**config.mk**
```make
export PLATFORM = sky130hd
export DESIGN_NAME = vector_reduce_engine
export DESIGN_NICKNAME = d
export VERILOG_FILES = /design/src/rtl/vector_reduce_engine_pkg.sv /design/src/rtl/vector_reduce_engine_reduce_lane_tree.sv /design/src/rtl/vector_reduce_engine.sv
export SDC_FILE = /design/constraint.sdc
export NUM_CORES = 2
export LEC_CHECK = 0
export CAP_MARGIN = 20
export CORE_MARGIN = 2
export CORE_UTILIZATION = 30
export CTS_BUF_LIST = sky130_fd_sc_hd__clkbuf_4 sky130_fd_sc_hd__clkbuf_8
export CTS_CLUSTER_DIAMETER = 30
export DETAILED_ROUTE_END_ITERATION = 6
export SLEW_MARGIN = 20
export SYNTH_ARGS = -nofsm -noshare
export SYNTH_HDL_FRONTEND = slang
export SYNTH_SLANG_ARGS = --single-unit
```
**constraint.sdc**
```tcl
create_clock -name clk -period 20.1 [get_ports clk]
set_input_delay 4.02 -clock clk [delete_from_list [all_inputs] [get_ports clk]]
set_output_delay 4.02 -clock clk [all_outputs]
set_load 0.01 [all_outputs]
```
**src/rtl/vector_reduce_engine_pkg.sv**
```systemverilog
// rtl/vector_reduce_engine_pkg.sv - mode codes, FSM state type and mode helpers for vector_reduce_engine
package vector_reduce_engine_pkg;

  localparam logic [2:0] RED_SUM    = 3'd0;
  localparam logic [2:0] RED_MAX    = 3'd1;
  localparam logic [2:0] RED_MIN    = 3'd2;
  localparam logic [2:0] RED_MEAN   = 3'd3;
  localparam logic [2:0] RED_ARGMAX = 3'd4;
  localparam logic [2:0] RED_ARGMIN = 3'd5;

  typedef enum logic [1:0] {
    ST_IDLE,
    ST_ACCUM,
    ST_DRAIN,
    ST_HOLD
  } vre_state_t;

  function automatic logic is_max_mode(input logic [2:0] m);
    return (m == RED_MAX) || (m == RED_ARGMAX);
  endfunction

endpackage

```
**src/rtl/vector_reduce_engine_reduce_lane_tree.sv**
```systemverilog
// rtl/vector_reduce_engine_reduce_lane_tree.sv - registered intra-beat sum and best-lane tree
module reduce_lane_tree #(
  parameter int DATA_W = 16,
  parameter int LANES  = 16,
  localparam int LANE_LOG2 = $clog2(LANES),
  localparam int SUM_W     = DATA_W + LANE_LOG2 + 1
) (
  input  logic                        clk,
  input  logic                        rst_n,
  input  logic [LANES*DATA_W-1:0]     in_data,
  input  logic                        in_valid,
  input  logic                        signed_en,
  input  logic                        find_max,
  output logic                        out_valid,
  output logic signed [SUM_W-1:0]     out_sum,
  output logic signed [DATA_W:0]      out_best,
  output logic [LANE_LOG2-1:0]        out_lane
);

  localparam int NODES = 2*LANES - 1;

  // Heap layout: leaves at LANES-1.., node n has children 2n+1 (lower lanes) and 2n+2.
  logic signed [SUM_W-1:0]  sum_n  [NODES];
  logic signed [DATA_W:0]   best_n [NODES];
  logic [LANE_LOG2-1:0]     lane_n [NODES];
  logic                     right_wins;

  always_comb begin
    right_wins = 1'b0;
    for (int l = 0; l < LANES; l++) begin
      best_n[LANES-1+l] = {signed_en & in_data[l*DATA_W + DATA_W-1], in_data[l*DATA_W +: DATA_W]};
      sum_n[LANES-1+l]  = {{LANE_LOG2{best_n[LANES-1+l][DATA_W]}}, best_n[LANES-1+l]};
      lane_n[LANES-1+l] = LANE_LOG2'(l);
    end
    for (int n = LANES-2; n >= 0; n--) begin
      sum_n[n]   = sum_n[2*n+1] + sum_n[2*n+2];
      right_wins = find_max ? (best_n[2*n+2] > best_n[2*n+1]) : (best_n[2*n+2] < best_n[2*n+1]);
      best_n[n]  = right_wins ? best_n[2*n+2] : best_n[2*n+1];
      lane_n[n]  = right_wins ? lane_n[2*n+2] : lane_n[2*n+1];
    end
  end

  always_ff @(posedge clk or negedge rst_n) begin
    if (!rst_n) begin
      out_valid <= 1'b0;
      out_sum   <= '0;
      out_best  <= '0;
      out_lane  <= '0;
    end else begin
      out_valid <= in_valid;
      if (in_valid) begin
        out_sum  <= sum_n[0];
        out_best <= best_n[0];
        out_lane <= lane_n[0];
      end
    end
  end

endmodule

```
**src/rtl/vector_reduce_engine.sv**
```systemverilog
// rtl/vector_reduce_engine.sv - streaming multi-beat vector to scalar reducer with backpressure
module vector_reduce_engine
  import vector_reduce_engine_pkg::*;
#(
  parameter int DATA_W    = 16,
  parameter int LANES     = 16,
  parameter int MAX_BEATS = 16,
  localparam int LANE_LOG2 = $clog2(LANES),
  localparam int BEAT_W    = $clog2(MAX_BEATS),
  localparam int ACC_W     = DATA_W + LANE_LOG2 + BEAT_W + 1,
  localparam int IDX_W     = $clog2(LANES*MAX_BEATS),
  localparam int SUM_W     = DATA_W + LANE_LOG2 + 1
) (
  input  logic                    clk,
  input  logic                    rst_n,
  input  logic [LANES*DATA_W-1:0] in_data,
  input  logic                    in_valid,
  output logic                    in_ready,
  input  logic                    in_last,
  input  logic [2:0]              mode,
  input  logic                    signed_en,
  input  logic [3:0]              mean_shift,
  output logic [DATA_W-1:0]       out_data,
  output logic [IDX_W-1:0]        out_idx,
  output logic                    out_sat,
  output logic                    out_err,
  output logic                    out_valid,
  input  logic                    out_ready,
  output logic                    busy
);

  localparam logic signed [ACC_W-1:0] S_MAX = ACC_W'((64'sd1 <<< (DATA_W-1)) - 1);
  localparam logic signed [ACC_W-1:0] S_MIN = -S_MAX - 1;
  localparam logic signed [ACC_W-1:0] U_MAX = ACC_W'((64'sd1 <<< DATA_W) - 1);

  vre_state_t              state;
  logic [2:0]              mode_q;
  logic                    signed_q;
  logic [3:0]              shift_q;
  logic [DATA_W-1:0]       lane0_q;
  logic [BEAT_W-1:0]       beat_cnt;
  logic                    s1_first, s1_last, s1_err;
  logic [BEAT_W-1:0]       s1_beat;
  logic                    s1_valid;
  logic signed [SUM_W-1:0] s1_sum;
  logic signed [DATA_W:0]  s1_best;
  logic [LANE_LOG2-1:0]    s1_lane;
  logic signed [ACC_W-1:0] acc_q, acc_nxt, s1_sum_ext, pre;
  logic signed [DATA_W:0]  best_q, best_nxt;
  logic [IDX_W-1:0]        idx_q, idx_nxt, s1_idx;
  logic                    better;
  logic [DATA_W-1:0]       clamp_data, res_data;
  logic                    clamp_sat, res_sat, res_err;
  logic [IDX_W-1:0]        res_idx;

  logic       accept, first_beat, cnt_full, beat_last, cur_signed;
  logic [2:0] cur_mode;

  assign in_ready   = (state == ST_IDLE) || (state == ST_ACCUM);
  assign busy       = (state != ST_IDLE);
  assign accept     = in_valid && in_ready;
  assign first_beat = (state == ST_IDLE);
  assign cnt_full   = (beat_cnt == BEAT_W'(MAX_BEATS-1));
  assign beat_last  = in_last || cnt_full;
  // The first beat is reduced with the live controls; later beats use the latched copy.
  assign cur_mode   = first_beat ? mode : mode_q;
  assign cur_signed = first_beat ? signed_en : signed_q;

  reduce_lane_tree #(.DATA_W(DATA_W), .LANES(LANES)) u_tree (
    .clk       (clk),
    .rst_n     (rst_n),
    .in_data   (in_data),
    .in_valid  (accept),
    .signed_en (cur_signed),
    .find_max  (is_max_mode(cur_mode)),
    .out_valid (s1_valid),
    .out_sum   (s1_sum),
    .out_best  (s1_best),
    .out_lane  (s1_lane)
  );

  always_comb begin
    acc_nxt    = acc_q;
    best_nxt   = best_q;
    idx_nxt    = idx_q;
    better     = 1'b0;
    s1_sum_ext = {{(ACC_W-SUM_W){s1_sum[SUM_W-1]}}, s1_sum};
    s1_idx     = IDX_W'({s1_beat, s1_lane});
    if (s1_first) begin
      acc_nxt  = s1_sum_ext;
      best_nxt = s1_best;
      idx_nxt  = s1_idx;
    end else begin
      acc_nxt = acc_q + s1_sum_ext;
      // Strict compare so cross-beat ties keep the earlier index.
      better  = is_max_mode(mode_q) ? (s1_best > best_q) : (s1_best < best_q);
      if (better) begin
        best_nxt = s1_best;
        idx_nxt  = s1_idx;
      end
    end
    pre        = (mode_q == RED_MEAN) ? (acc_nxt >>> (LANE_LOG2 + 32'(shift_q))) : acc_nxt;
    clamp_data = pre[DATA_W-1:0];
    clamp_sat  = 1'b0;
    if (signed_q) begin
      if (pre > S_MAX) begin
        clamp_data = S_MAX[DATA_W-1:0];
        clamp_sat  = 1'b1;
      end else if (pre < S_MIN) begin
        clamp_data = S_MIN[DATA_W-1:0];
        clamp_sat  = 1'b1;
      end
    end else if (pre > U_MAX) begin
      clamp_data = U_MAX[DATA_W-1:0];
      clamp_sat  = 1'b1;
    end
    res_data = clamp_data;
    res_idx  = '0;
    res_sat  = 1'b0;
    res_err  = s1_err;
    case (mode_q)
      RED_SUM, RED_MEAN: res_sat = clamp_sat;
      RED_MAX, RED_MIN:  res_data = best_nxt[DATA_W-1:0];
      RED_ARGMAX, RED_ARGMIN: begin
        res_data = best_nxt[DATA_W-1:0];
        res_idx  = idx_nxt;
      end
      default: begin
        res_data = lane0_q;
        res_err  = 1'b1;
      end
    endcase
  end

  always_ff @(posedge clk or negedge rst_n) begin
    if (!rst_n) begin
      state     <= ST_IDLE;
      mode_q    <= RED_SUM;
      signed_q  <= 1'b0;
      shift_q   <= '0;
      lane0_q   <= '0;
      beat_cnt  <= '0;
      s1_first  <= 1'b0;
      s1_last   <= 1'b0;
      s1_err    <= 1'b0;
      s1_beat   <= '0;
      acc_q     <= '0;
      best_q    <= '0;
      idx_q     <= '0;
      out_data  <= '0;
      out_idx   <= '0;
      out_sat   <= 1'b0;
      out_err   <= 1'b0;
      out_valid <= 1'b0;
    end else begin
      if (accept) begin
        if (first_beat) begin
          mode_q   <= mode;
          signed_q <= signed_en;
          shift_q  <= mean_shift;
          lane0_q  <= in_data[DATA_W-1:0];
        end
        s1_first <= first_beat;
        s1_last  <= beat_last;
        s1_err   <= cnt_full && !in_last;
        s1_beat  <= beat_cnt;
        beat_cnt <= beat_last ? '0 : beat_cnt + 1'b1;
      end
      if (s1_valid) begin
        acc_q  <= acc_nxt;
        best_q <= best_nxt;
        idx_q  <= idx_nxt;
      end
      unique case (state)
        ST_IDLE:  if (accept) state <= beat_last ? ST_DRAIN : ST_ACCUM;
        ST_ACCUM: if (accept && beat_last) state <= ST_DRAIN;
        ST_DRAIN: if (s1_valid && s1_last) begin
          state     <= ST_HOLD;
          out_valid <= 1'b1;
          out_data  <= res_data;
          out_idx   <= res_idx;
          out_sat   <= res_sat;
          out_err   <= res_err;
        end
        ST_HOLD: if (out_ready) begin
          state     <= ST_IDLE;
          out_valid <= 1'b0;
        end
      endcase
    end
  end

endmodule
```
==> reports/summary.txt <==
Final Hold Fails -> 0
Crit-path leading delay family -> compound AO/OA/AOI/OAI gates
Placed cell area -> 32900 sq um
Reg-to-reg critical path startpoint -> state[0]
Worst EP required -> 20.50 ns
WL per Instance -> 21.1 um
IO Pins -> 298
FF+latch count, synth -> 157
Netlist cell types -> 98
Top cell type's share of synthesized area -> 0.191
Initial Util -> 0.302
CTS tree -> yes
Worst Path Arrival -> 17.99 ns
Die ar. -> 97600 sq um
First-pass detailed-route iteration total -> 7
Via count -> 26500
DR iter-0 viols -> 2432
Synth Flop Type -> dfrtp_1
Setup TNS -> 0 ns
Post-route cell area -> 33300 sq um
Pin count of the biggest net entering global routing -> 95
Max incr delay on CP -> 0.79 ns
Status -> finished clean
Fin crit share -> 0.875
Die extent in x -> 312 um
Tightest Pin Transition -> 1.06 ns
Worst path depth -> 52
Final nets -> 4543
Via-per-instance ratio -> 5.29
Reg2reg end -> u_tree.out_best[3]
CORE AREA -> 94600 sq um
Clk pin slew, worst setup/hold paths -> 0.10 ns
Synthesis warning total -> 0
Initial antenna violation count -> 1
Clk root buf -> clkbuf_8
First-pass GRT wire length -> 158 mm
# setup viols final -> 0
# resized after CTS -> 0
Area grow syn2layout -> 16.8%
Post-CTS Setup Bufs -> 0
Kind of critical path -> input port to register
Post-synthesis sequential area ratio -> 0.138
Clock Skew -> 0.0156 ns
Syn nets -> 4318
Worst hold stages -> 2
Async set-reset flop share out of synthesis -> 1.00
Crit path max fanout -> 19
Setup crit end kind -> register
Number of max-cap violations -> 0
Area contributors post-synth -> ha_1, dfrtp_1, fa_1
# DRC -> 0
Row count -> 113
Yosys top cell by area -> ha_1
GRT overflow -> 0
Critical Path Start Type -> input port
Buf/Inv on CP -> 2
Hold crit path type -> register to register
Post-route ant nets -> 0
Clock Latency Late Sink -> 0.48 ns
Reg2Reg Setup Slack -> 5.29 ns
Die Ht -> 312 um
Clock Path Buffers -> 2
Tot GR Track Use -> 0.211
Slew Limit Headroom -> 0.290
H-tree levels -> 4
Final WL -> 105 mm
Clock sink count -> 157
Routability congestion estimate -> 0.934
Number of global-route vias before repair -> 25700
Syn Inst Count -> 3494
Worst Setup EP -> u_tree.out_best[3]
Syn avg cell area -> 8.17 sq um
CTS Hold Bufs -> 0
Reg2Reg Depth -> 53
IO buf count -> 297
Post-synth EDFFs -> 0
Commonest non-fill, non-tap cell in the layout -> ha_1
Commonest non-fill, non-tap cells in the layout -> ha_1, inv_1, a21oi_1, clkdlybuf4s50_1, nor2_1
Unrepaired setup endpoints after global routing -> no
Highest Clock Rate -> 0.0569 GHz
TritonCTS buffer count -> 17
Critical path origin -> signed_en
Layout cell share with drive strength beyond 1 -> 0.0587
Mapped Area -> 28500 sq um
Min Hold Slack -> 0.483 ns
CP max stage cell -> a21boi_2
Tmin final -> 17.59 ns
HPWL Detailed -> 89.9 mm
Slew Viols, Final -> 0
[per-layer routing]
layer | part of all wire | vias up | global-route usage
met1 | 0.44 | 12600 | 0.282
met5 | 0.00012 | - | 0
met3 | 0.051 | 169 | 0.0196
met2 | 0.47 | 872 | 0.351
met4 | 0.044 | 2 | 0.0860
li1 | - | 12800 | -
[cells by family (layout without fill, tap and decap cells)]
logic type      Yosys count  count (layout)  share of synthesized area
compound gates          977             977                      0.228
simple gates            843             843                      0.141
fa+ha+maj               557             557                      0.276
buf+inv                 544             782                     0.0724
mux                     246             246                     0.0925
xor+xnor                170             170                     0.0524
flops                   157             157                      0.138
other cells               0               3                          0
[tightest hold or removal path: stages (launching register included)]
cell	delay (ns)
dfrtp_1	0.35
nand2_1	0.05
nand2_1	0.05
[worst min path at each step]
| stage | startpoint | endpoint |
|---|---|---|
| floorplan | s1_err | s1_err |
| global placement | out_err | out_err |
| detailed placement | out_err | out_err |
| CTS | out_err | out_err |
| global route | lane0_q[3] | lane0_q[3] |
| finish | out_err | out_err |
[cell type report]
class / count / area [sq um]
inverter: 427 / 1600
sequential: 157 / 3930
fill: 9792 / 61300
timing repair buffer: 323 / 3170
tap: 1265 / 1580
clock inverter: 14 / 181
antenna: 3 / 7.51
multi-input combinational: 2793 / 22600
clock buffer: 18 / 241
[registers in the layout, summed over array words and instances, names as in the netlist]
| signal | count |
|---|---|
| u_tree.out_best | 17 |
| best_q | 17 |
| out_idx | 8 |
| out_data | 16 |
| mode_q | 3 |
| out_err | 1 |
| s1_first | 1 |
| u_tree.out_sum | 21 |
| u_tree.out_lane | 4 |
| lane0_q | 16 |
| beat_cnt | 4 |
| out_sat | 1 |
| acc_q | 25 |
| s1_err | 1 |
| idx_q | 8 |
| u_tree.out_valid | 1 |
| out_valid | 1 |
| state | 2 |
| s1_beat | 4 |
| shift_q | 4 |
| signed_q | 1 |
| s1_last | 1 |
[cells in the mapped netlist, types with 8 or more instances]
cell type and number:
ha_1 435, mux2_2 86, nand2_1 227, a21o_1 53
nand4_1 48, a21boi_0 20, clkbuf_1 95, o41a_1 12
buf_1 12, nor2_1 272, a211oi_1 48, nor4_1 20
or2_2 14, mux2i_1 151, o21a_1 24, o211ai_1 37
o211ai_2 11, nor3_1 39, o31ai_1 21, o22a_1 19
nor2b_1 31, a211o_1 12, fa_1 120, xnor2_1 119
a21oi_1 299, nand2b_1 35, inv_1 423, and3_1 10
xor2_1 50, dfrtp_1 157, o21bai_1 98, a2bb2oi_1 8
and2_1 37, a311oi_1 8, nand3_1 55, and4_1 9
a31oi_1 18, o21ai_0 181, or3_1 8
[per-stage QoR]
stage / instances / setup slack, ns / utilization
floorplan: 3494 / 4.05 / -
detailed placement: 4965 / 2.29 / 0.348
finish: 5000 / 2.51 / 0.352
global route: 4997 / 1.60 / 0.352
global placement: 4965 / 2.51 / 0.348
CTS: 4997 / 2.80 / 0.352
Power is not shown: default switching activity piles up to over one toggle a cycle in this logic, so the estimate is an artifact.
